<file path="src/rtl/dmem_arbiter_if.sv">
// Bus bundle between the two data-memory requesters, the arbiter and the memory port.
// The master modport is the arbiter's view; slave is the surrounding requesters and memory.
interface dmem_arbiter_if;
    logic        req0_i;
    logic [63:0] addr0_i;
    logic [1:0]  byte_en0_i;
    logic        wr0_i;
    logic [63:0] wr_data0_i;
    logic        gnt0_o;
    logic        rvalid0_o;
    logic [63:0] rdata0_o;
    logic        err0_o;

    logic        req1_i;
    logic [63:0] addr1_i;
    logic [1:0]  byte_en1_i;
    logic        wr1_i;
    logic [63:0] wr_data1_i;
    logic        gnt1_o;
    logic        rvalid1_o;
    logic [63:0] rdata1_o;
    logic        err1_o;

    logic        mem_req_o;
    logic [63:0] mem_addr_o;
    logic [1:0]  mem_byte_en_o;
    logic        mem_wr_o;
    logic [63:0] mem_wr_data_o;
    logic        mem_gnt_i;
    logic        mem_rvalid_i;
    logic [63:0] mem_rdata_i;
    logic        busy_o;

    modport master (
        input  req0_i, addr0_i, byte_en0_i, wr0_i, wr_data0_i,
        input  req1_i, addr1_i, byte_en1_i, wr1_i, wr_data1_i,
        output gnt0_o, rvalid0_o, rdata0_o, err0_o,
        output gnt1_o, rvalid1_o, rdata1_o, err1_o,
        output mem_req_o, mem_addr_o, mem_byte_en_o, mem_wr_o, mem_wr_data_o,
        input  mem_gnt_i, mem_rvalid_i, mem_rdata_i,
        output busy_o
    );

    modport slave (
        output req0_i, addr0_i, byte_en0_i, wr0_i, wr_data0_i,
        output req1_i, addr1_i, byte_en1_i, wr1_i, wr_data1_i,
        input  gnt0_o, rvalid0_o, rdata0_o, err0_o,
        input  gnt1_o, rvalid1_o, rdata1_o, err1_o,
        input  mem_req_o, mem_addr_o, mem_byte_en_o, mem_wr_o, mem_wr_data_o,
        output mem_gnt_i, mem_rvalid_i, mem_rdata_i,
        input  busy_o
    );
endinterface

</file>
<file path="src/rtl/dmem_arbiter.sv">
// Two-port round-robin arbiter for the single data-memory port: one outstanding
// transaction, response routed to its owner, optional response timeout.
module dmem_arbiter #(
    parameter int unsigned TIMEOUT_CYCLES = 64
) (
    input  logic           clk,
    input  logic           resetn,
    dmem_arbiter_if.master bus
);
    localparam int CNT_W = (TIMEOUT_CYCLES < 1) ? 1 : $clog2(TIMEOUT_CYCLES + 1);

    typedef enum logic [1:0] {IDLE, REQ, RSP} state_t;

    state_t      state_reg, state_next;
    logic        owner_reg;
    logic        last_winner_reg;
    logic [CNT_W-1:0] cnt_reg;
    logic [63:0] addr_reg;
    logic [1:0]  byte_en_reg;
    logic        wr_reg;
    logic [63:0] wr_data_reg;

    logic        any_req;
    logic        winner;
    logic        timeout;
    logic        rsp_ok;
    logic        resp_fire;
    logic        resp_err;
    logic [63:0] rdata_sel;
    logic [1:0]  gnt_vec;
    logic [1:0]  rvalid_vec;
    logic [1:0]  err_vec;
    logic [63:0] rdata_vec [2];

    assign any_req = bus.req0_i | bus.req1_i;
    // Under contention the port that did not win last time goes first.
    assign winner  = (bus.req0_i && bus.req1_i) ? ~last_winner_reg : bus.req1_i;

    assign timeout   = (TIMEOUT_CYCLES != 0) && (state_reg != IDLE)
                       && (cnt_reg == CNT_W'(TIMEOUT_CYCLES));
    assign rsp_ok    = (state_reg == RSP) && bus.mem_rvalid_i;
    assign resp_fire = rsp_ok | timeout;
    assign resp_err  = timeout & ~rsp_ok;
    assign rdata_sel = ((state_reg == RSP) && !resp_err) ? bus.mem_rdata_i : 64'd0;

    always_comb begin
        state_next = state_reg;
        gnt_vec    = 2'b00;
        case (state_reg)
            IDLE: begin
                if (any_req) begin
                    gnt_vec[winner] = 1'b1;
                    state_next      = REQ;
                end
            end
            REQ: begin
                if (timeout)
                    state_next = IDLE;
                else if (bus.mem_gnt_i)
                    state_next = RSP;
            end
            RSP: begin
                if (resp_fire)
                    state_next = IDLE;
            end
            default: state_next = IDLE;
        endcase
    end

    always_ff @(posedge clk or negedge resetn) begin
        if (!resetn) begin
            state_reg       <= IDLE;
            owner_reg       <= 1'b0;
            last_winner_reg <= 1'b1;
            cnt_reg         <= '0;
            addr_reg        <= '0;
            byte_en_reg     <= '0;
            wr_reg          <= 1'b0;
            wr_data_reg     <= '0;
        end else begin
            state_reg <= state_next;
            if (state_reg == IDLE && any_req) begin
                owner_reg       <= winner;
                last_winner_reg <= winner;
                cnt_reg         <= '0;
                addr_reg        <= winner ? bus.addr1_i    : bus.addr0_i;
                byte_en_reg     <= winner ? bus.byte_en1_i : bus.byte_en0_i;
                wr_reg          <= winner ? bus.wr1_i      : bus.wr0_i;
                wr_data_reg     <= winner ? bus.wr_data1_i : bus.wr_data0_i;
            end else if (state_reg != IDLE && cnt_reg != '1) begin
                // Saturate so a disabled timeout never wraps into a false match.
                cnt_reg <= cnt_reg + CNT_W'(1);
            end
        end
    end

    genvar gi;
    generate
        for (gi = 0; gi < 2; gi++) begin : g_port
            assign rvalid_vec[gi] = resp_fire && (owner_reg == 1'(gi));
            assign err_vec[gi]    = resp_err  && (owner_reg == 1'(gi));
            assign rdata_vec[gi]  = (owner_reg == 1'(gi)) ? rdata_sel : 64'd0;
        end
    endgenerate

    assign bus.gnt0_o    = gnt_vec[0];
    assign bus.gnt1_o    = gnt_vec[1];
    assign bus.rvalid0_o = rvalid_vec[0];
    assign bus.rvalid1_o = rvalid_vec[1];
    assign bus.err0_o    = err_vec[0];
    assign bus.err1_o    = err_vec[1];
    assign bus.rdata0_o  = rdata_vec[0];
    assign bus.rdata1_o  = rdata_vec[1];

    // A timeout in REQ withdraws the request in the same cycle it fires.
    assign bus.mem_req_o     = (state_reg == REQ) && !timeout;
    assign bus.mem_addr_o    = addr_reg;
    assign bus.mem_byte_en_o = byte_en_reg;
    assign bus.mem_wr_o      = wr_reg;
    assign bus.mem_wr_data_o = wr_data_reg;
    assign bus.busy_o        = (state_reg != IDLE);
endmodule

</file>
<file path="src/flat_wrapper.sv">
// flat-port wrapper written by rule: the top's interface ports become plain ports
module dmem_arbiter_flat 
#(
    parameter int unsigned TIMEOUT_CYCLES = 64
)
  (clk, resetn, bus_req0_i, bus_addr0_i, bus_byte_en0_i, bus_wr0_i, bus_wr_data0_i, bus_req1_i, bus_addr1_i, bus_byte_en1_i, bus_wr1_i, bus_wr_data1_i, bus_gnt0_o, bus_rvalid0_o, bus_rdata0_o, bus_err0_o, bus_gnt1_o, bus_rvalid1_o, bus_rdata1_o, bus_err1_o, bus_mem_req_o, bus_mem_addr_o, bus_mem_byte_en_o, bus_mem_wr_o, bus_mem_wr_data_o, bus_mem_gnt_i, bus_mem_rvalid_i, bus_mem_rdata_i, bus_busy_o);
  dmem_arbiter_if bus_i ();
  input  logic clk;
  input  logic resetn;
  input wire logic [$bits(bus_i.req0_i)-1:0] bus_req0_i;
  input wire logic [$bits(bus_i.addr0_i)-1:0] bus_addr0_i;
  input wire logic [$bits(bus_i.byte_en0_i)-1:0] bus_byte_en0_i;
  input wire logic [$bits(bus_i.wr0_i)-1:0] bus_wr0_i;
  input wire logic [$bits(bus_i.wr_data0_i)-1:0] bus_wr_data0_i;
  input wire logic [$bits(bus_i.req1_i)-1:0] bus_req1_i;
  input wire logic [$bits(bus_i.addr1_i)-1:0] bus_addr1_i;
  input wire logic [$bits(bus_i.byte_en1_i)-1:0] bus_byte_en1_i;
  input wire logic [$bits(bus_i.wr1_i)-1:0] bus_wr1_i;
  input wire logic [$bits(bus_i.wr_data1_i)-1:0] bus_wr_data1_i;
  output wire logic [$bits(bus_i.gnt0_o)-1:0] bus_gnt0_o;
  output wire logic [$bits(bus_i.rvalid0_o)-1:0] bus_rvalid0_o;
  output wire logic [$bits(bus_i.rdata0_o)-1:0] bus_rdata0_o;
  output wire logic [$bits(bus_i.err0_o)-1:0] bus_err0_o;
  output wire logic [$bits(bus_i.gnt1_o)-1:0] bus_gnt1_o;
  output wire logic [$bits(bus_i.rvalid1_o)-1:0] bus_rvalid1_o;
  output wire logic [$bits(bus_i.rdata1_o)-1:0] bus_rdata1_o;
  output wire logic [$bits(bus_i.err1_o)-1:0] bus_err1_o;
  output wire logic [$bits(bus_i.mem_req_o)-1:0] bus_mem_req_o;
  output wire logic [$bits(bus_i.mem_addr_o)-1:0] bus_mem_addr_o;
  output wire logic [$bits(bus_i.mem_byte_en_o)-1:0] bus_mem_byte_en_o;
  output wire logic [$bits(bus_i.mem_wr_o)-1:0] bus_mem_wr_o;
  output wire logic [$bits(bus_i.mem_wr_data_o)-1:0] bus_mem_wr_data_o;
  input wire logic [$bits(bus_i.mem_gnt_i)-1:0] bus_mem_gnt_i;
  input wire logic [$bits(bus_i.mem_rvalid_i)-1:0] bus_mem_rvalid_i;
  input wire logic [$bits(bus_i.mem_rdata_i)-1:0] bus_mem_rdata_i;
  output wire logic [$bits(bus_i.busy_o)-1:0] bus_busy_o;
  assign bus_i.req0_i = bus_req0_i;
  assign bus_i.addr0_i = bus_addr0_i;
  assign bus_i.byte_en0_i = bus_byte_en0_i;
  assign bus_i.wr0_i = bus_wr0_i;
  assign bus_i.wr_data0_i = bus_wr_data0_i;
  assign bus_i.req1_i = bus_req1_i;
  assign bus_i.addr1_i = bus_addr1_i;
  assign bus_i.byte_en1_i = bus_byte_en1_i;
  assign bus_i.wr1_i = bus_wr1_i;
  assign bus_i.wr_data1_i = bus_wr_data1_i;
  assign bus_gnt0_o = bus_i.gnt0_o;
  assign bus_rvalid0_o = bus_i.rvalid0_o;
  assign bus_rdata0_o = bus_i.rdata0_o;
  assign bus_err0_o = bus_i.err0_o;
  assign bus_gnt1_o = bus_i.gnt1_o;
  assign bus_rvalid1_o = bus_i.rvalid1_o;
  assign bus_rdata1_o = bus_i.rdata1_o;
  assign bus_err1_o = bus_i.err1_o;
  assign bus_mem_req_o = bus_i.mem_req_o;
  assign bus_mem_addr_o = bus_i.mem_addr_o;
  assign bus_mem_byte_en_o = bus_i.mem_byte_en_o;
  assign bus_mem_wr_o = bus_i.mem_wr_o;
  assign bus_mem_wr_data_o = bus_i.mem_wr_data_o;
  assign bus_i.mem_gnt_i = bus_mem_gnt_i;
  assign bus_i.mem_rvalid_i = bus_mem_rvalid_i;
  assign bus_i.mem_rdata_i = bus_mem_rdata_i;
  assign bus_busy_o = bus_i.busy_o;
  dmem_arbiter #(.TIMEOUT_CYCLES(TIMEOUT_CYCLES)) u_core (.clk(clk), .resetn(resetn), .bus(bus_i));
endmodule
</file>
<file path="config.mk">
export PLATFORM = sky130hd
export DESIGN_NAME = dmem_arbiter_flat
export DESIGN_NICKNAME = d
export VERILOG_FILES = /design/src/rtl/dmem_arbiter_if.sv /design/src/rtl/dmem_arbiter.sv /design/src/flat_wrapper.sv
export SDC_FILE = /design/constraint.sdc
export NUM_CORES = 1
export LEC_CHECK = 0
export ABC_CLOCK_PERIOD_IN_PS = 4200
export CAP_MARGIN = 10
export CORE_AREA = 8 8 227 229
export DETAILED_ROUTE_END_ITERATION = 12
export DIE_AREA = 0 0 235 237
export GPL_ROUTABILITY_DRIVEN = 0
export PLACE_DENSITY_LB_ADDON = 0.3
export SKIP_LAST_GASP = 1
export SLEW_MARGIN = 40
export SYNTH_ARGS = -nofsm -noshare
export SYNTH_HDL_FRONTEND = slang
export SYNTH_SLANG_ARGS = --single-unit
</file>
<file path="constraint.sdc">
create_clock -name clk -period 4.2 [get_ports clk]
set_clock_uncertainty 0.1 [all_clocks]
set_input_delay 1.26 -clock clk [delete_from_list [all_inputs] [get_ports clk]]
set_output_delay 1.26 -clock clk [all_outputs]
set_load 0.005 [all_outputs]
</file>
==> results.md <==
* Outcome: finished, final reports clean
* Worst path arrival time at roughly 2800 ps
* Synth Area per Inst at approximately 10 µm²
* Die Y at roughly 240 µm
* Register area at approximately 3600 µm²
* Top Ports at between 500 and 600
* M1 GR Usage at around 15%
* Sequential area share after synthesis at ~48%
* Core Util, Final at between 30% and 40%
* Min-delay src: u_core.last_winner_reg
* Crit end category: output port
* Met2 usage at between 20% and 30%
* Maximum clock frequency at 0.2413 GHz
* CP Cell Sequence: dlygate4sd2_1, o311ai_4, buf_12, nor2_1, clkdlybuf4s50_1
* Fill count at a little over 5000
* Layout Nets at 1633
* Detailed-placement wirelength estimate at between 30000 and 40000 µm
* Port Buffers at roughly 600
* Crit path launch: bus_mem_rvalid_i
* CP max-delay cell: clkdlybuf4s50_1
* Slew Viols, Final at 0
* Least-Margin Pin Slew at 1074 ps
* Leak at ~5.6 nW
* Reg2Reg Launch Point: u_core.state_reg[0]
* Worst Path Buf+Inv at 3
* Longest Clk Path Bufs at 2
* Area Growth Syn to Fin at 97.20%
* Core ar. at 48140 µm²
* Kind of critical path: in -> out
* Initial drt markers at roughly 380
* Row cnt at between 80 and 90
* Yosys reg bits at 142
* Critical path required time at roughly 2800 ps
* # setup viols final at 0
* Max cap viols at 0
* Max FO, Critical Path at 41
* GR Util met3 at roughly 6.2%
* Initial cell density of the core at between 10% and 20%
* Share of layout cells above drive strength 1 at slightly above 5%
* Min-Delay Path Class: reg -> reg
* Clock transition at path regs at ~60 ps
* VDD IR-drop max at approximately 0.00037 V
* ANT nets after route at 0
* Largest net degree at the start of global routing at 134
* Router iterations before antenna repair at 4
* Clock Sinks at approximately 140
* Die outline width at between 200 and 250 µm
* Footprint of the multi-input gates at about 3500 µm²
* Yosys warns at 0
* Max incr delay on CP at ~480 ps
* Wire length per cell at approximately 23 µm
* Setup TNS at 0 ps
* Pre-CTS setup slack at -219.1 ps
* All-Layer GR Usage at between 10% and 20%
* Vias in the first global route at around 9200
* Unrepaired setup endpoints after global routing: no
* Post-Syn Area at between 7000 and 8000 µm²
* Final min period at 4144 ps
* H-tree depth at 4
* Clock root buffer: clkbuf_16
* First-pass GRT wire length at roughly 65000 µm
* Synthesized Nets at 1076
* Final worst path period share at between 90% and 100%
* Setup ws final at 55.96 ps
* Vias at between 8000 and 9000
* Number of library cell types mapped by synthesis at between 40 and 50
* Initial antenna violation count at 1
* Final hold violation count at 0
* Remaining Overflow, GRT at 0
* CTS buffer count at 17
* Top Usage Layer GRT: met2
* Clock latency on the worst-skew pair at roughly 440 ps
* Pwr Density at just over 600 nW/µm²
* Total wire length at between 40000 and 50000 µm
* Syn Inst Count at 742
* Number of vias per cell at around 4.4
* Slew headroom at around 28%
* Cell family with the largest share of critical-path delay: buffers and inverters
* Crit start category: primary input
* CTS tree: done
* Detailed-route DRC error count at 0
* DIE AREA at around 56000 µm²
-- report_power, final --
group          total (mW)  internal [mW]  switching (mW)
Combinational        4.97           2.72            2.24
Sequential           2.41           2.03           0.387
Clock                1.62          0.948           0.669
-- metrics by stage --
stage | total power, mW | cell area (µm²) | hold slack [ps] | instances
after floorplan | 4.567 | 7460 | 393.1 | 742
final | 8.999 | 14710 | 414.9 | 1934
after CTS | 9.122 | 14680 | 418.3 | 1932
after global routing | 9.560 | 14710 | 426.6 | 1933
after global placement | 7.335 | 14040 | 403.5 | 1899
after detailed placement | 7.357 | 14040 | 408.3 | 1899
-- synth_stat cells --
master	instances	area share [%]
nor3_1	2	0.13
or2_0	1	0.084
nor3b_1	1	0.10
a31oi_1	3	0.25
a2111oi_0	1	0.12
nor2_1	135	6.8
a311oi_1	1	0.12
a22o_1	1	0.12
nor4_1	2	0.17
nand3_1	1	0.067
a31o_2	1	0.12
buf_2	21	1.4
and3_1	4	0.34
clkbuf_1	43	2.2
or2_2	1	0.084
a21o_1	2	0.20
buf_6	15	2.3
a221o_1	131	18
buf_1	3	0.15
a21boi_0	131	13
mux2_2	1	0.15
o21ai_0	2	0.13
nand2_1	69	3.5
a21oi_1	3	0.20
o22ai_1	2	0.17
dfstp_2	1	0.35
o311ai_4	1	0.35
nor2_2	1	0.084
and3b_1	2	0.23
dfrtp_1	141	47
a211o_1	1	0.12
inv_1	5	0.25
nand4bb_2	1	0.22
nor4b_1	2	0.23
ha_1	2	0.34
a22oi_1	1	0.10
nand4_1	1	0.084
o31ai_4	1	0.29
mux2i_1	1	0.13
nor2b_1	2	0.17
nand2b_1	1	0.084
o21a_1	1	0.10
-- cells in the final DEF (no fill, tap or decap), types with 4 or more instances in the layout --
cell type          n
a21boi_0         131
nor2_1           135
dfrtp_1          140
buf_12            10
clkbuf_16         17
clkdlybuf4s50_1  593
buf_4             13
clkinv_4           4
inv_1              5
a221o_1          131
nand2_1           69
-- layer usage --
| metal | vias up | wire, µm |
|---|---|---|
| met5 | - | 0 |
| met4 | 0 | 1399 |
| met3 | 47 | 3800 |
| met2 | 406 | 23460 |
| met1 | 4211 | 16010 |
| li1 | 3878 | - |
-- worst register-to-register path: stages, from the launching register on --
cell	delay, ps
dfrtp_1	490
nor2_4	300
and3_4	260
buf_12	280
a221o_1	770
-- cell type report --
| type | instances | share of cell area (%) |
|---|---|---|
| repair buffers | 620 | 42.77 |
| flip-flops and latches | 142 | 24.17 |
| multi-input cells | 513 | 23.50 |
| well taps | 622 | 5.290 |
| clock buffers | 18 | 2.985 |
| clock inverters | 13 | 1.131 |
| inverters | 5 | 0.1276 |
| diodes | 1 | 0.01701 |
-- final timing paths --
path                            slack [ps]  cells past startpoint                            to
min in group asynchronous              650                      1     u_core.bus.mem_addr_o[21]
worst min register to register         410                      1        u_core.last_winner_reg
worst min-delay path                   410                      1        u_core.last_winner_reg
worst max register to register        1930                      4  u_core.bus.mem_wr_data_o[19]
worst max-delay path                    60                      5              bus_rdata1_o[35]
max in group asynchronous             2520                      2  u_core.bus.mem_wr_data_o[61]
-- what timing repair did --
item                                    4_1_cts  5_1_grt
gates cloned                                  1        0
pin swaps                                     1        0
buffers inserted                              1        0
hold buffers                                  0        0
endpoints found under the setup margin      128        1
resized for setup                             2        1
-- cell families (layout without fill, tap and decap cells) --
family / count (synthesis) / after routing / synth area share [%]
mux: 2 / 2 / 0.2851
buf+inv: 87 / 656 / 6.239
simple gates: 226 / 226 / 12.35
compound gates: 283 / 283 / 33.14
fa+ha+maj: 2 / 2 / 0.3354
flops: 142 / 142 / 47.65
other cells: 0 / 1 / 0
(Power assumes the default switching activity.)
